[src/rtl/mem_stage.sv]
// Memory-access stage: issues data-cache read/write requests for one
// instruction at a time, maintains the LL/SC link register with snoop
// invalidation, and registers the result toward the MEM/WB register.
module mem_stage #(
  parameter int unsigned TIMEOUT = 255,
  parameter int unsigned ADDR_W  = 32
) (
  input  logic              CLK,
  input  logic              nRST,
  input  logic              in_valid,
  input  logic [5:0]        in_opcode,
  input  logic [ADDR_W-1:0] in_addr,
  input  logic [ADDR_W-1:0] in_store,
  input  logic              in_regw,
  input  logic [1:0]        in_regdest,
  input  logic [ADDR_W-1:0] in_npc,
  input  logic              in_halt,
  input  logic              dhit,
  input  logic [ADDR_W-1:0] dload,
  input  logic              snoop_valid,
  input  logic [ADDR_W-1:0] snoop_addr,
  output logic              dREN,
  output logic              dWEN,
  output logic [ADDR_W-1:0] daddr,
  output logic [ADDR_W-1:0] dstore,
  output logic              busy,
  output logic              out_valid,
  output logic [ADDR_W-1:0] out_data,
  output logic              out_regw,
  output logic [1:0]        out_regdest,
  output logic [ADDR_W-1:0] out_npc,
  output logic              out_halt,
  output logic              err
);

  localparam logic [5:0] OP_LW = 6'h23;
  localparam logic [5:0] OP_SW = 6'h2B;
  localparam logic [5:0] OP_LL = 6'h30;
  localparam logic [5:0] OP_SC = 6'h38;

  typedef enum logic [1:0] {IDLE, RD, WR} state_t;

  state_t              r_state, w_next;
  logic                r_halted;
  logic                r_link_valid;
  logic [ADDR_W-1:2]   r_link_addr;
  logic [ADDR_W-1:0]   r_addr, r_store, r_npc;
  logic                r_regw, r_halt, r_is_ll, r_is_sc;
  logic [1:0]          r_regdest;
  logic [31:0]         r_cnt;

  logic                w_accept, w_op_ld, w_op_ll, w_op_sw, w_op_sc;
  logic                w_snoop_link, w_snoop_req, w_sc_ok, w_wr_link;
  logic [1:0]          w_unused_snoop_lsb;

  assign w_accept     = (r_state == IDLE) && in_valid && !r_halted;
  assign w_op_ll      = (in_opcode == OP_LL);
  assign w_op_ld      = (in_opcode == OP_LW) || w_op_ll;
  assign w_op_sw      = (in_opcode == OP_SW);
  assign w_op_sc      = (in_opcode == OP_SC);
  assign w_snoop_link = snoop_valid && r_link_valid &&
                        (snoop_addr[ADDR_W-1:2] == r_link_addr);
  assign w_snoop_req  = snoop_valid && (snoop_addr[ADDR_W-1:2] == r_addr[ADDR_W-1:2]);
  assign w_sc_ok      = r_link_valid && (r_link_addr == in_addr[ADDR_W-1:2]) && !w_snoop_link;
  assign w_wr_link    = r_link_valid && (r_link_addr == r_addr[ADDR_W-1:2]);
  assign w_unused_snoop_lsb = snoop_addr[1:0];

  // State register
  always_ff @(posedge CLK) begin
    if (!nRST) r_state <= IDLE;
    else       r_state <= w_next;
  end

  // Next-state and cache request outputs, decoded from state only
  always_comb begin
    w_next = r_state;
    dREN   = 1'b0;
    dWEN   = 1'b0;
    daddr  = '0;
    dstore = '0;
    busy   = (r_state != IDLE) || r_halted;
    case (r_state)
      IDLE: begin
        if (w_accept) begin
          if (w_op_ld)                 w_next = RD;
          else if (w_op_sw)            w_next = WR;
          else if (w_op_sc && w_sc_ok) w_next = WR;
        end
      end
      RD: begin
        dREN  = 1'b1;
        daddr = r_addr;
        if (dhit) w_next = IDLE;
      end
      WR: begin
        dWEN   = 1'b1;
        daddr  = r_addr;
        dstore = r_store;
        if (dhit) w_next = IDLE;
      end
      default: w_next = IDLE;
    endcase
  end

  // Latched fields, link register, wait counter and registered results
  always_ff @(posedge CLK) begin
    if (!nRST) begin
      r_halted     <= 1'b0;
      r_link_valid <= 1'b0;
      r_link_addr  <= '0;
      r_addr       <= '0;
      r_store      <= '0;
      r_npc        <= '0;
      r_regw       <= 1'b0;
      r_regdest    <= '0;
      r_halt       <= 1'b0;
      r_is_ll      <= 1'b0;
      r_is_sc      <= 1'b0;
      r_cnt        <= '0;
      out_valid    <= 1'b0;
      out_data     <= '0;
      out_regw     <= 1'b0;
      out_regdest  <= '0;
      out_npc      <= '0;
      out_halt     <= 1'b0;
      err          <= 1'b0;
    end else begin
      out_valid <= 1'b0;
      if (w_snoop_link) r_link_valid <= 1'b0;
      case (r_state)
        IDLE: begin
          if (w_accept) begin
            r_addr    <= in_addr;
            r_store   <= in_store;
            r_npc     <= in_npc;
            r_regw    <= in_regw;
            r_regdest <= in_regdest;
            r_halt    <= in_halt;
            r_is_ll   <= w_op_ll;
            r_is_sc   <= w_op_sc;
            r_cnt     <= '0;
            if (in_halt) r_halted <= 1'b1;
            if (!(w_op_ld || w_op_sw || (w_op_sc && w_sc_ok))) begin
              // non-memory op or failed SC completes without a cache request
              out_valid   <= 1'b1;
              out_data    <= w_op_sc ? '0 : in_addr;
              out_regw    <= in_regw;
              out_regdest <= in_regdest;
              out_npc     <= in_npc;
              out_halt    <= in_halt;
              if (w_op_sc) r_link_valid <= 1'b0;
            end
          end
        end
        RD, WR: begin
          if (dhit) begin
            out_valid   <= 1'b1;
            out_regw    <= r_regw;
            out_regdest <= r_regdest;
            out_npc     <= r_npc;
            out_halt    <= r_halt;
            r_cnt       <= '0;
            if (r_state == RD) begin
              out_data <= dload;
              // placed after the snoop clear so a new link to a different
              // word survives, while a snoop on the LL word blocks the set
              if (r_is_ll && !w_snoop_req) begin
                r_link_valid <= 1'b1;
                r_link_addr  <= r_addr[ADDR_W-1:2];
              end
            end else begin
              out_data <= r_is_sc ? ADDR_W'(1) : r_addr;
              if (w_wr_link) r_link_valid <= 1'b0;
            end
          end else begin
            if (r_cnt != '1) r_cnt <= r_cnt + 32'd1;
            if ((TIMEOUT != 0) && (r_cnt >= TIMEOUT - 1)) err <= 1'b1;
          end
        end
        default: ;
      endcase
    end
  end

endmodule

[config.mk]
export PLATFORM = sky130hd
export DESIGN_NAME = mem_stage
export DESIGN_NICKNAME = d
export VERILOG_FILES = /design/src/rtl/mem_stage.sv
export SDC_FILE = /design/constraint.sdc
export NUM_CORES = 1
export LEC_CHECK = 0
export BUFFER_PORTS_ARGS = -buffer_cell sky130_fd_sc_hd__buf_2
export CORE_MARGIN = 4
export CORE_UTILIZATION = 54
export CTS_CLUSTER_SIZE = 20
export DETAILED_ROUTE_END_ITERATION = 7
export HOLD_SLACK_MARGIN = 0.1
export PLACE_DENSITY = 0.81
export SLEW_MARGIN = 20
export SYNTH_ARGS = -nofsm -noshare
export SYNTH_HDL_FRONTEND = slang
export SYNTH_SLANG_ARGS = --single-unit
[constraint.sdc]
create_clock -name CLK -period 2.6 [get_ports CLK]
set_input_delay 0.52 -clock CLK [delete_from_list [all_inputs] [get_ports CLK]]
set_output_delay 0.52 -clock CLK [all_outputs]
set_load 0.05 [all_outputs]
Word level (Yosys, flattened, before mapping). Cells that the tools add are included.

Register bits after elaboration: 238. Bits of input ports: 175. Output and inout port bits: 137. Word-level logic and storage cells: 117.

$add $sub $neg: 1. Order comparisons: 1. Eq/ne operators: 16. Multiplexer cells: 50. Bitwise gates (word level): 1. Reductions and logical operators: 28.

Operator list (count): $mux W32 (14); $pmux W32 S2 (3); $eq A30 B30 Y1 (4); $add A32 B1 Y32 const B (1); $ge A32 B8 Y1 const B (1); $ne A32 B32 Y1 const B (1); $eq A6 B6 Y1 const B (4); $mux W1 (19); $mux W2 (8); $reduce_and A3 Y1 (4); $logic_and A1 B1 Y1 (10); $pmux W1 S2 (4); $pmux W2 S2 (2); $reduce_and A4 Y1 (2); $logic_or A1 B1 Y1 (4); $ne A2 B2 Y1 const B (2); $ne A4 B3 Y1 const B (1); $reduce_bool A2 Y1 (2); $logic_not A1 Y1 (3); $ne A3 B1 Y1 const B (1); $eq A2 B1 Y1 const B (1); $eq A2 B2 Y1 const B (1); $logic_not A2 Y1 (1); $ne A2 B1 Y1 const B (1); other kinds (3) (3).

Depth between registers and ports, before layout.
Depth after elaboration: 10. Depth in mapped cells: 10. Mapped depth without buffers: 8.

Worst setup path after synthesis. No wires, ideal clock.

Path kind: reg-to-output. From: register r_state[0]. To: output daddr[0]. Data arrival time: 2.148 ns. Required time: 2.080 ns. Slack: -0.068 ns. Cell stages (with the launch flop): 8. Buffers on the path: 4. Cell sequence: dfxtp_1 -> inv_1 -> ha_1 -> clkbuf_1 -> clkbuf_1 -> clkbuf_1 -> clkbuf_1 -> and2_1.

Word-level cells in the longest chain between the ends: 3. Elaborated cells on any way between the ends: 4. Classes of those cells: eq/ne: 2; mux: 1; reduce/logical: 1.

RTL lines: start, declared (RTL line 43) `state_t r_state, w_next;`; start signal, assigned (RTL line 71) `else r_state <= w_next;`; $eq A2 B1 Y1 / $eq A2 B2 Y1 (equally long branches) (RTL line 82) `case (r_state)`; $reduce_or A2 Y1 (no line) *; $mux W32 * (RTL line 82); end, declared (RTL line 24) `output logic [ADDR_W-1:0] daddr,`.

Every way passes the cells marked *; elsewhere a longest branch is shown, timed or not.

Worst setup path in the final report.
From: register r_state[0]. To: output daddr[29].

The elaborated chain is that of the path after synthesis.

==> impl_metrics.env <==
export IMPL_status="complete, no violations"
export IMPL_gp_congestion=1.01
export IMPL_num_vias=12401
export IMPL_async_flop_share=0
export IMPL_netlist_instances=1497
export IMPL_drive_gt1_frac=0.289
export IMPL_drc_errors=0
export IMPL_core_sq_um=22000
export IMPL_grt_overflow_total=0
export IMPL_cts_clk_slew_worst_paths_ps=60
export IMPL_dpl_hpwl_mm=29.3
export IMPL_busiest_layer="met2"
export IMPL_relSlewSlack=0.478
export IMPL_area_delta_synth_final_pct=26.6
export IMPL_crit_arrival_ps=2060
export IMPL_antenna_found_initial=5
export IMPL_fin_setup_tns_ps=0
export IMPL_power_mw=9.51
export IMPL_tritoncts="yes"
export IMPL_avgSynthCellArea_sq_um=8.12
export IMPL_antenna_left=0
export IMPL_worst_setup_path_type="register to output pin"
export IMPL_ys_ff_latch=238
export IMPL_cp_max_fo=34
export IMPL_p_leak_nw=6.35
export IMPL_synthesis_nets=1678
export IMPL_clock_sinks=238
export IMPL_met3_usage=0.0506
export IMPL_finalHoldViolCount=0
export IMPL_grt_pass1_vias=11590
export IMPL_io_pins=312
export IMPL_cts_buffers=26
export IMPL_rows=54
export IMPL_die_w_um=158
export IMPL_start_kind="register"
export IMPL_place_ws_ps=-128
export IMPL_ir_drop_v=0.000497
export IMPL_drv_slew=0
export IMPL_die_h_um=158
export IMPL_period_needed_ps=2580
export IMPL_cts_htree_levels=1
export IMPL_drtPass1Iterations=5
export IMPL_max_cap_violations=0
export IMPL_clock_latency_ps=530
export IMPL_routed_wl_mm=41.5
export IMPL_layout_cells_most_common="buf_2"
export IMPL_fmaxAchievable_mhz=387
export IMPL_yosysSeqAreaShare=0.392
export IMPL_die_area_sq_um=25000
export IMPL_root_buffer="clkbuf_16"
export IMPL_yosys_warnings=0
export IMPL_synth_top_area_frac=0.392
export IMPL_hold_path_depth=3
export IMPL_cp_data_required_time_ps=2080
export IMPL_vias_per_cell=5.91
export IMPL_grt_pass1_wl_mm=62.0
export IMPL_fin_hold_ws_ps=228
export IMPL_setup_slack_ps=18.9
export IMPL_io_buffers=309
export IMPL_period_share=0.993
export IMPL_min_delay_path_class="primary input to register"
export IMPL_setup_violations=0
export IMPL_endpoint_kind="output pin"
export IMPL_fin_skew_ps=11.3
export IMPL_synth_area_leaders="dfxtp_1 39%, xnor2_1 8.2%, a21oi_1 7.1%, nand2_1 6.9%, o221a_2 4.4%"
export IMPL_ys_types=51
export IMPL_synth_top_cell_by_area="dfxtp_1"
export IMPL_placedCellCount=2044
export IMPL_grt_use_met1=0.398
export IMPL_synth_edff_count=0
export IMPL_wire_per_inst_um=19.8
export IMPL_ys_flop_type="dfxtp_1"
export IMPL_worstMarginPinSlew_ps=784
export IMPL_stdcell_count=2098
export IMPL_nets=1977
export IMPL_power_density_nw_per_um2=617
export IMPL_grtUsageMet2=0.511
export IMPL_ff2ff_path_depth=9
export IMPL_start_util=0.554
export IMPL_final_cell_mix="285 x buf_2, 238 x dfxtp_1, 225 x nand2_1"
export IMPL_cts_buffer_depth=3
export IMPL_drtIter0Drc=1188
export IMPL_grt_usage=0.307
export IMPL_grt_max_degree=104
export IMPL_rsz0062_at_grt="true"
export IMPL_synth_cell_area_sq_um=12200
Yosys cell counts, drive strengths merged (3+ instances only):
| cell | count |
|---|---|
| dfxtp | 238 |
| nand2 | 225 |
| a21oi | 173 |
| xnor2 | 114 |
| nor2 | 107 |
| clkbuf | 96 |
| a31oi | 71 |
| o221a | 68 |
| and2 | 66 |
| inv | 44 |
| nand4 | 42 |
| xor2 | 37 |
| nor3b | 36 |
| mux2i | 30 |
| nor4 | 29 |
| buf | 24 |
| nor3 | 23 |
| nand3 | 18 |
| ha | 6 |
| o21ai | 6 |
| and3 | 5 |
| and4 | 5 |
| nor2b | 5 |
| nand2b | 3 |
worst max-delay path, stage by stage (launching register included):
cell and delay (ps):
dfxtp_1 390, inv_1 110, ha_4 380, buf_8 240, and2_2 200, buf_4 210
sequential cells by signal (all words and copies together) (netlist names), 30 cells and up:
register / cells
out_data: 32
out_npc: 32
r_addr: 32
r_cnt: 32
r_link_addr: 30
r_npc: 32
r_store: 32
cell families after synthesis:
group / count (synthesis) / synth area share
multiplexers: 30 / 0.0247
AND/OR/NAND/NOR: 572 / 0.228
buffers and inverters: 164 / 0.0541
adder cells (fa/ha/maj): 6 / 0.00617
flip-flops: 238 / 0.392
AO/OA/AOI/OAI: 336 / 0.186
XOR/XNOR: 151 / 0.109
through the flow:
step	cell area, sq um	utilization
2_1_floorplan	12200	-
3_3_place_gp	14300	0.652
3_5_place_dp	14300	0.652
4_1_cts	15300	0.695
5_1_grt	15400	0.701
6_report	15400	0.701
routing by layer:
layer	vias up	part of all wire
met3	125	0.093
met1	5782	0.39
met2	660	0.47
met4	2	0.048
met5	-	0.00031
li1	5832	-
worst paths after layout:
path,start,to,slack [ps]
worst max-delay path,r_state[0],daddr[29],20
worst min-delay path,in_store[28],r_store[28],230
worst max register to register,r_link_addr[3],out_npc[3],70
worst min register to register,r_store[4],r_store[4],450
power by group:
part | internal (mW) | switching [mW] | total (mW)
logic | 0.572 | 1.08 | 1.65
clock network | 2.34 | 1.51 | 3.85
registers | 3.85 | 0.157 | 4.01
what timing repair did:
item,in CTS,in global routing
buffers inserted,0,2
pin swaps,0,1
resized for setup,14,21
hold buffers,0,0
cloned,0,2
setup endpoints to repair,29,31
area by class of cell:
| type | count | area, sq um |
|---|---|---|
| flip-flops and latches | 238 | 4760 |
| multi-input cells | 1095 | 6820 |
| repair buffers | 391 | 2380 |
| fillers | 1784 | 6560 |
| clock buffers | 38 | 807 |
| well taps | 280 | 350 |
| diodes | 5 | 12.5 |
| clock inverters | 7 | 92.6 |
| inverters | 44 | 168 |
(Power assumes the default switching activity.)
